### src/rtl/vend_pkg.sv
// Shared types and constants for the vending machine transaction controller.
package vend_pkg;

    localparam int unsigned VAL_W = 4;
    localparam logic [VAL_W-1:0] VAL_MAX = 4'd15;

    localparam logic DISP_SEL_COIN = 1'b0;
    localparam logic DISP_SEL_CNT  = 1'b1;

    typedef enum logic [1:0] {
        StIdle  = 2'd0,
        StAccum = 2'd1,
        StCount = 2'd2,
        StDone  = 2'd3
    } state_e;

endpackage

### src/rtl/vend_tick_gen.sv
// Countdown prescaler: emits a one-cycle tick every TICK_DIV enabled cycles.
module vend_tick_gen #(
    parameter int unsigned TICK_DIV = 50000000
) (
    input  logic clk,
    input  logic rst_n,
    input  logic clr,
    input  logic en,
    output logic tick
);

    localparam int unsigned CW = $clog2(TICK_DIV);

    logic [CW-1:0] pre_q;

    assign tick = en && (pre_q == CW'(TICK_DIV - 1));

    always_ff @(posedge clk) begin
        if (!rst_n || clr) begin
            pre_q <= '0;
        end else if (en) begin
            pre_q <= tick ? '0 : pre_q + CW'(1);
        end
    end

endmodule

### src/rtl/vend_disp_ctrl.sv
// Vending transaction controller: coin accumulation, buy/cancel handling,
// post-purchase countdown and display mux select.
module vend_disp_ctrl
    import vend_pkg::*;
#(
    parameter logic [VAL_W-1:0] PRICE     = 4'd5,
    parameter logic [VAL_W-1:0] CNT_START = 4'd9,
    parameter int unsigned      TICK_DIV  = 50000000
) (
    input  logic             clk,
    input  logic             rst_n,
    input  logic             coin_valid,
    input  logic [VAL_W-1:0] coin_amt,
    input  logic             buy,
    input  logic             cancel,
    output logic             sel_disp,
    output logic [VAL_W-1:0] coin_total,
    output logic [VAL_W-1:0] count_val,
    output logic             dispense,
    output logic             change_valid,
    output logic [VAL_W-1:0] change_amt,
    output logic             coin_reject,
    output logic             busy
);

    state_e           state_q, state_d;
    logic [VAL_W-1:0] coin_total_q, coin_total_d;
    logic [VAL_W-1:0] count_val_q, count_val_d;
    logic [VAL_W-1:0] change_amt_q, change_amt_d;
    logic             sel_disp_q, sel_disp_d;
    logic             dispense_q, dispense_d;
    logic             change_valid_q, change_valid_d;
    logic             coin_reject_q, coin_reject_d;
    logic             busy_q, busy_d;
    logic             tick_clr, tick;
    logic [VAL_W:0]   coin_sum;

    vend_tick_gen #(
        .TICK_DIV(TICK_DIV)
    ) u_tick_gen (
        .clk  (clk),
        .rst_n(rst_n),
        .clr  (tick_clr),
        .en   (state_q == StCount),
        .tick (tick)
    );

    // Widened so an overflowing coin is detected rather than wrapped.
    assign coin_sum = {1'b0, coin_total_q} + {1'b0, coin_amt};

    always_comb begin
        state_d        = state_q;
        coin_total_d   = coin_total_q;
        count_val_d    = count_val_q;
        change_amt_d   = change_amt_q;
        sel_disp_d     = sel_disp_q;
        dispense_d     = 1'b0;
        change_valid_d = 1'b0;
        coin_reject_d  = 1'b0;
        tick_clr       = 1'b0;

        unique case (state_q)
            StIdle: begin
                if (coin_valid && coin_amt != '0) begin
                    coin_total_d = coin_amt;
                    state_d      = StAccum;
                end
            end
            StAccum: begin
                if (cancel) begin
                    change_amt_d   = coin_total_q;
                    change_valid_d = 1'b1;
                    coin_total_d   = '0;
                    coin_reject_d  = coin_valid;
                    state_d        = StIdle;
                end else if (buy && coin_total_q >= PRICE) begin
                    change_amt_d  = coin_total_q - PRICE;
                    count_val_d   = CNT_START;
                    sel_disp_d    = DISP_SEL_CNT;
                    tick_clr      = 1'b1;
                    coin_reject_d = coin_valid;
                    state_d       = StCount;
                end else if (coin_valid) begin
                    if (coin_sum <= {1'b0, VAL_MAX}) begin
                        coin_total_d = coin_sum[VAL_W-1:0];
                    end else begin
                        coin_reject_d = 1'b1;
                    end
                end
            end
            StCount: begin
                coin_reject_d = coin_valid;
                if (tick) begin
                    count_val_d = count_val_q - 4'd1;
                    if (count_val_q == 4'd1) begin
                        dispense_d     = 1'b1;
                        change_valid_d = 1'b1;
                        state_d        = StDone;
                    end
                end
            end
            StDone: begin
                coin_reject_d = coin_valid;
                coin_total_d  = '0;
                count_val_d   = '0;
                sel_disp_d    = DISP_SEL_COIN;
                state_d       = StIdle;
            end
            default: state_d = StIdle;
        endcase

        busy_d = (state_d == StCount) || (state_d == StDone);
    end

    always_ff @(posedge clk) begin
        if (!rst_n) begin
            state_q        <= StIdle;
            coin_total_q   <= '0;
            count_val_q    <= '0;
            change_amt_q   <= '0;
            sel_disp_q     <= DISP_SEL_COIN;
            dispense_q     <= 1'b0;
            change_valid_q <= 1'b0;
            coin_reject_q  <= 1'b0;
            busy_q         <= 1'b0;
        end else begin
            state_q        <= state_d;
            coin_total_q   <= coin_total_d;
            count_val_q    <= count_val_d;
            change_amt_q   <= change_amt_d;
            sel_disp_q     <= sel_disp_d;
            dispense_q     <= dispense_d;
            change_valid_q <= change_valid_d;
            coin_reject_q  <= coin_reject_d;
            busy_q         <= busy_d;
        end
    end

    assign sel_disp     = sel_disp_q;
    assign coin_total   = coin_total_q;
    assign count_val    = count_val_q;
    assign change_amt   = change_amt_q;
    assign dispense     = dispense_q;
    assign change_valid = change_valid_q;
    assign coin_reject  = coin_reject_q;
    assign busy         = busy_q;

endmodule
### config.mk
export PLATFORM = sky130hd
export DESIGN_NAME = vend_disp_ctrl
export DESIGN_NICKNAME = d
export VERILOG_FILES = /design/src/rtl/vend_pkg.sv /design/src/rtl/vend_tick_gen.sv /design/src/rtl/vend_disp_ctrl.sv
export SDC_FILE = /design/constraint.sdc
export NUM_CORES = 1
export LEC_CHECK = 0
export ABC_AREA = 1
export BUFFER_PORTS_ARGS = -buffer_cell sky130_fd_sc_hd__buf_4
export CAP_MARGIN = 10
export CORE_ASPECT_RATIO = 1.2
export CORE_MARGIN = 5
export CORE_UTILIZATION = 40
export DETAILED_ROUTE_END_ITERATION = 12
export HOLD_SLACK_MARGIN = 0.03
export PLACE_DENSITY = 0.56
export SLEW_MARGIN = 30
export SYNTH_ARGS = -nofsm -noshare
export SYNTH_HDL_FRONTEND = slang
export SYNTH_SLANG_ARGS = --single-unit
### constraint.sdc
create_clock -name clk -period 1.8 [get_ports clk]
set_clock_uncertainty 0.15 [all_clocks]
set_input_delay 0.36 -clock clk [delete_from_list [all_inputs] [get_ports clk]]
set_output_delay 0.36 -clock clk [all_outputs]
set_load 0.01 [all_outputs]
==> impl_metrics.yaml, run 1 <==
synth:
  synth_top_area_share_pct: 34.1
  yosysSeqAreaShare_pct: 34.1
  synth_edf_count: 0
  synth_fp_nets: 407
  yosysTopAreaCell: "dfxtp_1"
  synth.top_cells.by_count: "90 x nand2_1, 67 x nor2_1, 49 x inv_1"
  avgSynthCellArea_sq_um: 6.91
  ys_seq_elements: 45
  synthArstFlopShare_pct: 0
  syn_inst: 382
  yosys_warnings: 0
  dominantRegCellSynth: "dfxtp_1"
  yosysMostFrequentCell: "nand2_1"
  synth_area_leaders: "dfxtp_1 34%, nand2_1 13%, nor2_1 9.5%"
  yosysUniqueCellTypes: 33
  synth_area_sq_mm: 0.00264
power_and_ir_drop:
  leakagePower_nw: 1.61
  ir_worst_vdd_mv: 0.691
  power_density_mw_per_mm2: 1130
  power_mw: 4.01
timing:
  post-route-period-util_pct: 98.2
  grt_setup_unrepaired: "yes"
  finalCriticalPeriod_ns: 1.77
  worstMarginPinSlew_ns: 0.251
  finalSetupTns_ns: 0
  relSlewSlack_pct: 83.1
  drv_slew: 0
  hold_violations: 0
  setup_viol: 0
  timing.fmax_mhz: 566
drt:
  avgRoutedWirePerCell_um: 12.4
  drc: 0
  postRouteAntennaNets: 0
  wl_mm: 6.64
  via_per_inst: 4.78
  via_count: 2567
  drt-pass1-iter-count: 4
  drt-initial-drc-count: 83
floorplanning:
  num_io_pins: 26
  chipWidth_um: 84.2
  die-area_sq_mm: 0.00833
  start_util_pct: 41.0
  core_area_sq_mm: 0.00645
  rows: 32
  die_h_um: 99.0
final_layout:
  drive_gt1_share_pct: 28.5
  antenna_cells: 0
  final_util_pct: 55.1
  fin_nets: 476
  layout-area-overhead-vs-synth_pct: 34.5
clock_network:
  cts_tree: "done"
  clk_pin_slew_worst_paths_ns: 0.09
  cts_buffers: 5
  clock-sinks: 45
  cts_root_buf: "clkbuf_8"
  htreeDepth: 2
  clockBufferDepth: 2
  ctsHoldBuffers: 0
  clkLatencyLatePin_ns: 0.30
global_route:
  grtUsageTotal_pct: 16.4
  grt_pass1_wl_mm: 11.2
  grt_max_degree: 16
  antenna_found_initial: 0
  grt_overflow: 0
  grt_pass1_vias: 2554
critical_path:
  ff2ff_path_depth: 9
  critPathSlowestCell: "dfxtp_4"
  critical-path-max-stage-delay_ns: 0.38
  cp.arrival_ns: 1.81
  cp_data_required_time_ns: 1.84
  r2r_slack_ns: 0.03
  critPathKind: "register to register"
  crit_chain: "ha_4 > inv_2 > fa_2 > buf_4 > buf_4 > xor2_1 > o22ai_1 > nor2_1 > nor2_1"
  worstPathMaxFanout: 4
  critPathCaptureType: "register"
  start_kind: "register"
  worst_r2r_endpoint: "coin_total[2]"
  worstReg2RegStart: "coin_total[0]"
worst_hold_path:
  hp-class: "input pin to register"
  hp-start: "coin_valid"
  hold_depth: 3
  min_to: "coin_reject"
place:
  hpwl_mm: 5.20
  io_buffers: 25
  routabilityCongestion: 0.909
status:
  status: "complete, no violations"
flow_run:
  drv_cap: 0
-- sequential cells by signal, summed over array words and instances, names as in the netlist --
signal and cells:
busy 1, change_amt 4, change_valid 1, coin_reject 1, coin_total 4, count_val 4, dispense 1, sel_disp 1
state_q 2, u_tick_gen.pre_q 26
-- report_power, final --
group,total (mW),leakage (nW),switching (mW),internal (mW)
Clock,0.816,0.0574,0.364,0.452
Combinational,1.91,1.19,1.02,0.887
Sequential,1.28,0.367,0.132,1.15
-- worst max-delay path: cells and delay by family (launching register included) --
family                   cells  cell delay [ns]
XOR/XNOR                     1             0.13
buffers and inverters        3             0.28
flip-flops                   1             0.38
adder cells (fa/ha/maj)      2             0.45
AND/OR/NAND/NOR              2             0.17
AO/OA/AOI/OAI                1             0.09
-- cell type report --
cell class,instances,area (sq um)
Fill cell,633,2900
Multi-Input combinational cell,282,1680
Sequential cell,45,910
Timing Repair Buffer,66,539
Inverter,51,191
Tap cell,85,106
Clock buffer,6,82.6
Clock inverter,2,37.5
-- placed cells by master (no fill, tap or decap), types with 2 or more instances in the layout --
cell type and count:
nand2_1 83, nor2_1 62, buf_4 59, inv_1 47, dfxtp_1 40, xor2_1 17
nand3_1 14, a21oi_1 13, ha_1 11, nand2_2 9, o21ai_0 7, nand3_2 6
clkbuf_8 6, nor3_1 5, nor2_2 5, nand3b_1 5, buf_6 5, inv_2 4
nor2_4 4, nand4_1 4, a21oi_2 4, a31oi_1 4, dfxtp_2 4, nor3_2 3
nor3b_2 3, xnor2_1 3, o21ai_1 3, ha_2 3, nand2_4 2, o22ai_1 2
buf_12 2
-- logic make-up after synthesis --
kind of cell	after synthesis	synth area share [%]
AOI/OAI and AO/OA	38	7.87
xor gates and xnor gates	20	6.64
adders and majority gates	16	7.87
buffers and inverters	55	8.06
DFF	45	34.1
and+or+nand+nor	208	35.4
-- what timing repair did --
action / 4_1_cts / 5_1_grt
gates cloned: 0 / 0
setup endpoints to repair: 11 / 39
pin swaps: 2 / 10
gates resized for setup: 6 / 44
buffers inserted: 1 / 4
-- worst max-delay path by stage --
stage                  start              endpoint  slack, ns  cells after the start
6_report       coin_total[0]         coin_total[2]       0.03                      9
5_1_grt        coin_total[0]         coin_total[1]      -0.09                     10
4_1_cts        coin_total[0]         coin_total[2]      0.002                     10
3_5_place_dp     coin_amt[0]         coin_total[3]      -0.15                     11
3_3_place_gp     coin_amt[0]         coin_total[0]      -0.09                     11
2_1_floorplan  coin_total[1]  u_tick_gen.pre_q[18]      0.004                     13
-- stage by stage --
stage | cell area, sq um | setup slack, ns | hold WS [ns] | instances
2_1_floorplan | 2650 | 0.00374 | 0.321 | 382
3_3_place_gp | 3200 | -0.0916 | 0.302 | 524
3_5_place_dp | 3200 | -0.151 | 0.311 | 524
4_1_cts | 3350 | 0.00209 | 0.219 | 533
5_1_grt | 3550 | -0.0898 | 0.200 | 537
6_report | 3550 | 0.0329 | 0.212 | 537
-- routing by layer --
layer	track usage, %	up-vias	wire, um
met2	32.6	35	3700
met4	4.46	0	68
li1	-	1341	-
met1	17.1	1185	2680
met3	3.43	6	185
met5	0	-	0
Power figures use the tool's default switching activity.
==> inputs of run 2 (changes only) <==
==> constraint.sdc (replaced) <==
create_clock -name clk -period 1.8 [get_ports clk]
set_clock_uncertainty 0.15 [all_clocks]
set_input_delay 0 -clock clk [delete_from_list [all_inputs] [get_ports clk]]
set_output_delay 0 -clock clk [all_outputs]
set_load 0.01 [all_outputs]
==> impl_metrics.yaml, run 2 (synthesis results as in run 1) <==
critical_path:
  worstReg2RegStart: "coin_total[0]"
  cp_data_required_time_ns: 1.84
  crit_chain: "ha_4 > inv_2 > fa_2 > nand3b_1 > nand3_1 > nand2_2 > nand3_4 > nand2_1 > nand2_1 > nor2_1"
  r2r_slack_ns: 0.04
  cpMostUsedCell: "nand2_1"
  worst_r2r_endpoint: "coin_total[2]"
  critical-path-max-stage-delay_ns: 0.38
  cp.arrival_ns: 1.80
  critPathSlowestCell: "dfxtp_4"
  start_kind: "register"
  worstPathMaxFanout: 8
  ff2ff_path_depth: 10
  critPathKind: "register to register"
  critPathCaptureType: "register"
power_and_ir_drop:
  clockPowerShare_pct: 19.4
  ir_worst_vdd_mv: 0.659
  power_density_mw_per_mm2: 1090
  leakagePower_nw: 1.63
  combPwrFrac_pct: 48.4
  p_sw_mw: 1.53
  sw_frac_of_total_pct: 38.4
  internal_power_mw: 2.45
  power_frac_seq_pct: 32.2
  power_mw: 3.97
worst_hold_path:
  hp-start: "coin_amt[1]"
  min_to: "coin_total[1]"
  hold_depth: 5
  hp-class: "input pin to register"
clock_network:
  clkLatencyLatePin_ns: 0.30
  clockBufferDepth: 2
  cts_buffers: 5
  clk_pin_slew_worst_paths_ns: 0.08
  cts_root_buf: "clkbuf_8"
  clock-sinks: 45
  htreeDepth: 2
  cts_tree: "done"
final_layout:
  ff_latch_area_sq_um: 911
  final_cell_mix: "84 x nand2_1, 63 x buf_4, 59 x nor2_1"
  layout-area-overhead-vs-synth_pct: 38.2
  fillers: 627
  layout_commonest_cell: "nand2_1"
  largest-register: "u_tick_gen.pre_q"
  antenna_cells: 0
  largest_register_ffs: 26
  drive_gt1_share_pct: 29.1
  multi_input_area_sq_mm: 0.00173
  fin_nets: 484
flow_run:
  drv_cap: 0
floorplanning:
  die-area_sq_mm: 0.00833
  core_area_sq_mm: 0.00645
  chipWidth_um: 84.2
  die_h_um: 99.0
  start_util_pct: 41.0
  num_io_pins: 26
  rows: 32
timing:
  setup_viol: 0
  relSlewSlack_pct: 84.3
  hold_violations: 0
  finalCriticalPeriod_ns: 1.76
  drv_slew: 0
  worstMarginPinSlew_ns: 0.235
  timing.fmax_mhz: 567
  finalSetupTns_ns: 0
  post-route-period-util_pct: 98.1
  grt_setup_unrepaired: "yes"
place:
  routabilityCongestion: 0.841
  hpwl_mm: 5.27
  io_buffers: 25
drt:
  avgRoutedWirePerCell_um: 12.4
  drc: 0
  drt-pass1-iter-count: 4
  via_per_inst: 4.75
  via_count: 2589
  postRouteAntennaNets: 0
  drt-initial-drc-count: 83
  wl_mm: 6.75
status:
  status: "complete, no violations"
global_route:
  grt_overflow: 0
  grt_pass1_wl_mm: 11.1
  grtUsageTotal_pct: 16.1
  antenna_found_initial: 0
  grt_max_degree: 16
  grt_pass1_vias: 2561
-- run 2: final cells by class --
| cell class | instances | area share (%) |
|---|---|---|
| repair buffers | 74 | 16.4 |
| multi-input cells | 282 | 47.3 |
| clock buffers | 5 | 1.89 |
| inverters | 51 | 5.32 |
| well taps | 85 | 2.91 |
| clock inverters | 3 | 1.27 |
| flip-flops and latches | 45 | 25.0 |
-- run 2: worst max path at each step --
stage	slack (ns)	endpoint	from
final	0.04	coin_total[2]	coin_total[0]
after detailed placement	-0.04	coin_total[2]	coin_total[0]
after global routing	-0.07	u_tick_gen.pre_q[14]	u_tick_gen.pre_q[1]
after floorplan	0.004	u_tick_gen.pre_q[18]	coin_total[1]
after CTS	0.004	coin_total[2]	coin_total[0]
after global placement	-0.04	u_tick_gen.pre_q[12]	u_tick_gen.pre_q[0]
-- run 2: what timing repair did --
action | in CTS | in global routing
endpoints found under the hold margin | 19 | 0
setup buffers | 1 | 3
pin swaps | 2 | 22
resized for setup | 7 | 52
hold buffers | 7 | 0
endpoints found under the setup margin | 25 | 39
-- run 2: critical path, delay by kind of cell (launching register included) --
| kind | cells | cell delay (ns) |
|---|---|---|
| flip-flops | 1 | 0.38 |
| adder cells (fa/ha/maj) | 2 | 0.46 |
| AND/OR/NAND/NOR | 7 | 0.63 |
| buffers and inverters | 1 | 0.03 |
-- run 2: through the flow --
| step | hold slack (ns) | utilization [%] | setup slack (ns) | instance area, sq um | instances |
|---|---|---|---|---|---|
| finish | 0.121 | 56.6 | 0.0350 | 3650 | 545 |
| global route | 0.157 | 56.6 | -0.0697 | 3650 | 545 |
| CTS | 0.0813 | 53.3 | 0.00417 | 3440 | 542 |
| detailed placement | 0.169 | 49.9 | -0.0449 | 3220 | 526 |
| global placement | 0.178 | 49.9 | -0.0445 | 3220 | 526 |
| floorplan | -0.00907 | - | 0.00374 | 2650 | 382 |
-- run 2: per-layer routing --
layer  share of wire, %  wire length (um)  vias up  track usage [%]
li1                   -                 -     1350                -
met1                 39              2660     1186             16.3
met2                 56              3810       43             32.9
met3                2.5               166       10             2.68
met4                1.8               119        0             4.58
met5                  0                 0        -                0
-- run 2: power groups by stage --
stage / combinational [mW] / sequential, mW / clock (mW)
CTS: 1.79 / 1.26 / 0.796
detailed placement: 1.75 / 1.28 / 0
floorplan: 0.946 / 1.32 / 0
global route: 2.16 / 1.31 / 0.855
global placement: 1.74 / 1.28 / 0
finish: 1.92 / 1.28 / 0.769
==> inputs of run 3 (changes only) <==
--- a/config.mk
+++ b/config.mk
@@ -5,7 +5,6 @@
 export SDC_FILE = /design/constraint.sdc
 export NUM_CORES = 1
 export LEC_CHECK = 0
-export ABC_AREA = 1
 export BUFFER_PORTS_ARGS = -buffer_cell sky130_fd_sc_hd__buf_4
 export CAP_MARGIN = 10
 export CORE_ASPECT_RATIO = 1.2
==> constraint.sdc (replaced) <==
create_clock -name clk -period 1.42 [get_ports clk]
set_clock_uncertainty 0.15 [all_clocks]
set_input_delay 0 -clock clk [delete_from_list [all_inputs] [get_ports clk]]
set_output_delay 0 -clock clk [all_outputs]
set_load 0.01 [all_outputs]
==> impl_metrics.yaml, run 3 <==
synth:
  yosysUniqueCellTypes: 49
  synth_edf_count: 0
  yosysMostFrequentCell: "dfxtp_1"
  synth_area_leaders: "dfxtp_1 36%, ha_1 7.5%, xor2_1 6.6%"
  synth_top_area_share_pct: 35.9
  synth_fp_nets: 326
  yosysSeqAreaShare_pct: 35.9
  ys_seq_elements: 45
  avgSynthCellArea_sq_um: 8.33
  yosys_warnings: 0
  synth.top_cells.by_count: "45 x dfxtp_1, 40 x nor2_1, 27 x nand2_1"
  dominantRegCellSynth: "dfxtp_1"
  synthArstFlopShare_pct: 0
  syn_inst: 301
  synth_area_sq_mm: 0.00251
  yosysTopAreaCell: "dfxtp_1"
final_layout:
  layout_commonest_cell: "buf_4"
  layout-area-overhead-vs-synth_pct: 52.8
  largest_register_ffs: 26
  final_util_pct: 62.9
  fin_nets: 430
  antenna_cells: 0
  final_cell_mix: "95 x buf_4, 40 x dfxtp_1, 26 x nand2_1, 26 x nor2_1, 19 x xor2_1"
  drive_gt1_share_pct: 43.1
  largest-register: "u_tick_gen.pre_q"
  postLayoutCellArea_sq_mm: 0.00383
drt:
  m1WireLength_mm: 2.99
  wl_met3_um: 186
  drc: 0
  postRouteAntennaNets: 0
  drt-initial-drc-count: 84
  drt-pass1-iter-count: 4
  wl_mm: 6.98
  via_count: 2500
  via_per_inst: 5.12
  wl_met2_mm: 3.68
  topRoutingLayerUsed: "met4"
  avgRoutedWirePerCell_um: 14.3
clock_network:
  clockBufferDepth: 2
  cts_tree: "done"
  htreeDepth: 2
  clock-sinks: 45
  cts_root_buf: "clkbuf_8"
  cts_buffers: 5
  clk_pin_slew_worst_paths_ns: 0.09
  clkLatencyLatePin_ns: 0.31
power_and_ir_drop:
  leakagePower_nw: 1.55
  power_density_mw_per_mm2: 827
  ir_worst_vdd_mv: 0.504
global_route:
  grt_pass1_vias: 2593
  grt_max_degree: 16
  grt_pass1_wl_mm: 12.0
  antenna_found_initial: 0
  grtUsageTotal_pct: 18.9
  grt_overflow: 0
timing:
  grt_setup_unrepaired: "yes"
  worstMarginPinSlew_ns: 0.385
  post-route-period-util_pct: 171
  relSlewSlack_pct: 74.3
  finalSetupTns_ns: -33.39
  setup_ws_ns: -1.01
  finalCriticalPeriod_ns: 2.43
  timing.fmax_mhz: 412
  drv_slew: 0
  setup_viol: 45
  hold_violations: 0
floorplanning:
  start_util_pct: 41.2
  core_area_sq_mm: 0.00609
  die_h_um: 96.8
  rows: 31
  num_io_pins: 26
  chipWidth_um: 82.3
  die-area_sq_mm: 0.00796
critical_path:
  critPathKind: "register to register"
  critPathCaptureType: "register"
  start_kind: "register"
  cp.arrival_ns: 2.53
  cp_data_required_time_ns: 1.52
  worstPathMaxFanout: 5
place:
  io_buffers: 25
  placed_area_sq_mm: 0.00348
  routabilityCongestion: 0.779
  hpwl_mm: 5.17
status:
  violations: "negative setup slack"
  status: "finished with violations"
worst_hold_path:
  hp-class: "input pin to register"
flow_run:
  drv_cap: 0
==> run 3: worst max-delay path: stages, from the launching register on <==
cell	delay, ns
dfxtp_2	0.36
ha_4	0.13
or4bb_1	0.39
or4_4	0.61
or3_4	0.37
nor4b_4	0.22
o31a_1	0.14
==> run 3: routing by layer <==
layer	vias to the layer above	GRT usage (%)
li1	1273	-
met4	0	5.75
met3	10	4.00
met2	32	33.2
met5	-	0
met1	1185	22.3
==> run 3: worst paths after layout <==
check                 startpoint            end  slack (ns)  depth (start not counted)
max          u_tick_gen.pre_q[1]   count_val[1]       -1.01                          6
min                       cancel       sel_disp        0.05                          4
max reg2reg  u_tick_gen.pre_q[1]   count_val[1]       -1.01                          6
min reg2reg        change_amt[1]  change_amt[1]        0.33                          2
==> run 3: through the flow <==
step / cells / worst slack [ns] / hold slack (ns) / power [mW]
after floorplan: 301 / -0.918 / -0.0272 / 1.91
after global placement: 468 / -0.949 / 0.140 / 2.26
after detailed placement: 468 / -0.995 / 0.147 / 2.27
after CTS: 488 / -1.01 / 0.0446 / 3.17
after global routing: 488 / -1.08 / 0.0694 / 3.36
final: 488 / -1.01 / 0.0501 / 3.17
==> run 3: kinds of logic (layout without fill, tap and decap cells) <==
kind of cell | count (synthesis) | after routing | synth area share, %
AO/OA/AOI/OAI | 56 | 56 | 14.6
XOR/XNOR | 27 | 27 | 9.43
adder cells (fa/ha/maj) | 16 | 16 | 8.28
buffers and inverters | 27 | 129 | 4.49
flip-flops | 45 | 45 | 35.9
multiplexers | 1 | 1 | 0.399
AND/OR/NAND/NOR | 129 | 132 | 26.9
==> run 3: power breakdown <==
group / internal, mW / switching [mW] / leakage (nW)
sequential: 1.31 / 0.0382 / 0.367
combinational: 0.483 / 0.504 / 1.15
clock: 0.348 / 0.484 / 0.0407
total: 2.14 / 1.03 / 1.55
==> run 3: layout make-up <==
class / instances / area, sq um
fill: 553 / 2260
clock buffer: 5 / 68.8
tap: 82 / 103
sequential: 45 / 912
multi-input combinational: 232 / 1840
timing repair buffer: 103 / 816
inverter: 18 / 70.1
clock inverter: 3 / 21.3
==> run 3: what timing repair did <==
item	in CTS	in global routing
setup buffers	5	0
setup endpoints to repair	45	45
endpoints found under the hold margin	13	0
pin swaps	19	8
gates resized for setup	18	22
gates cloned	3	0
hold buffers	4	0
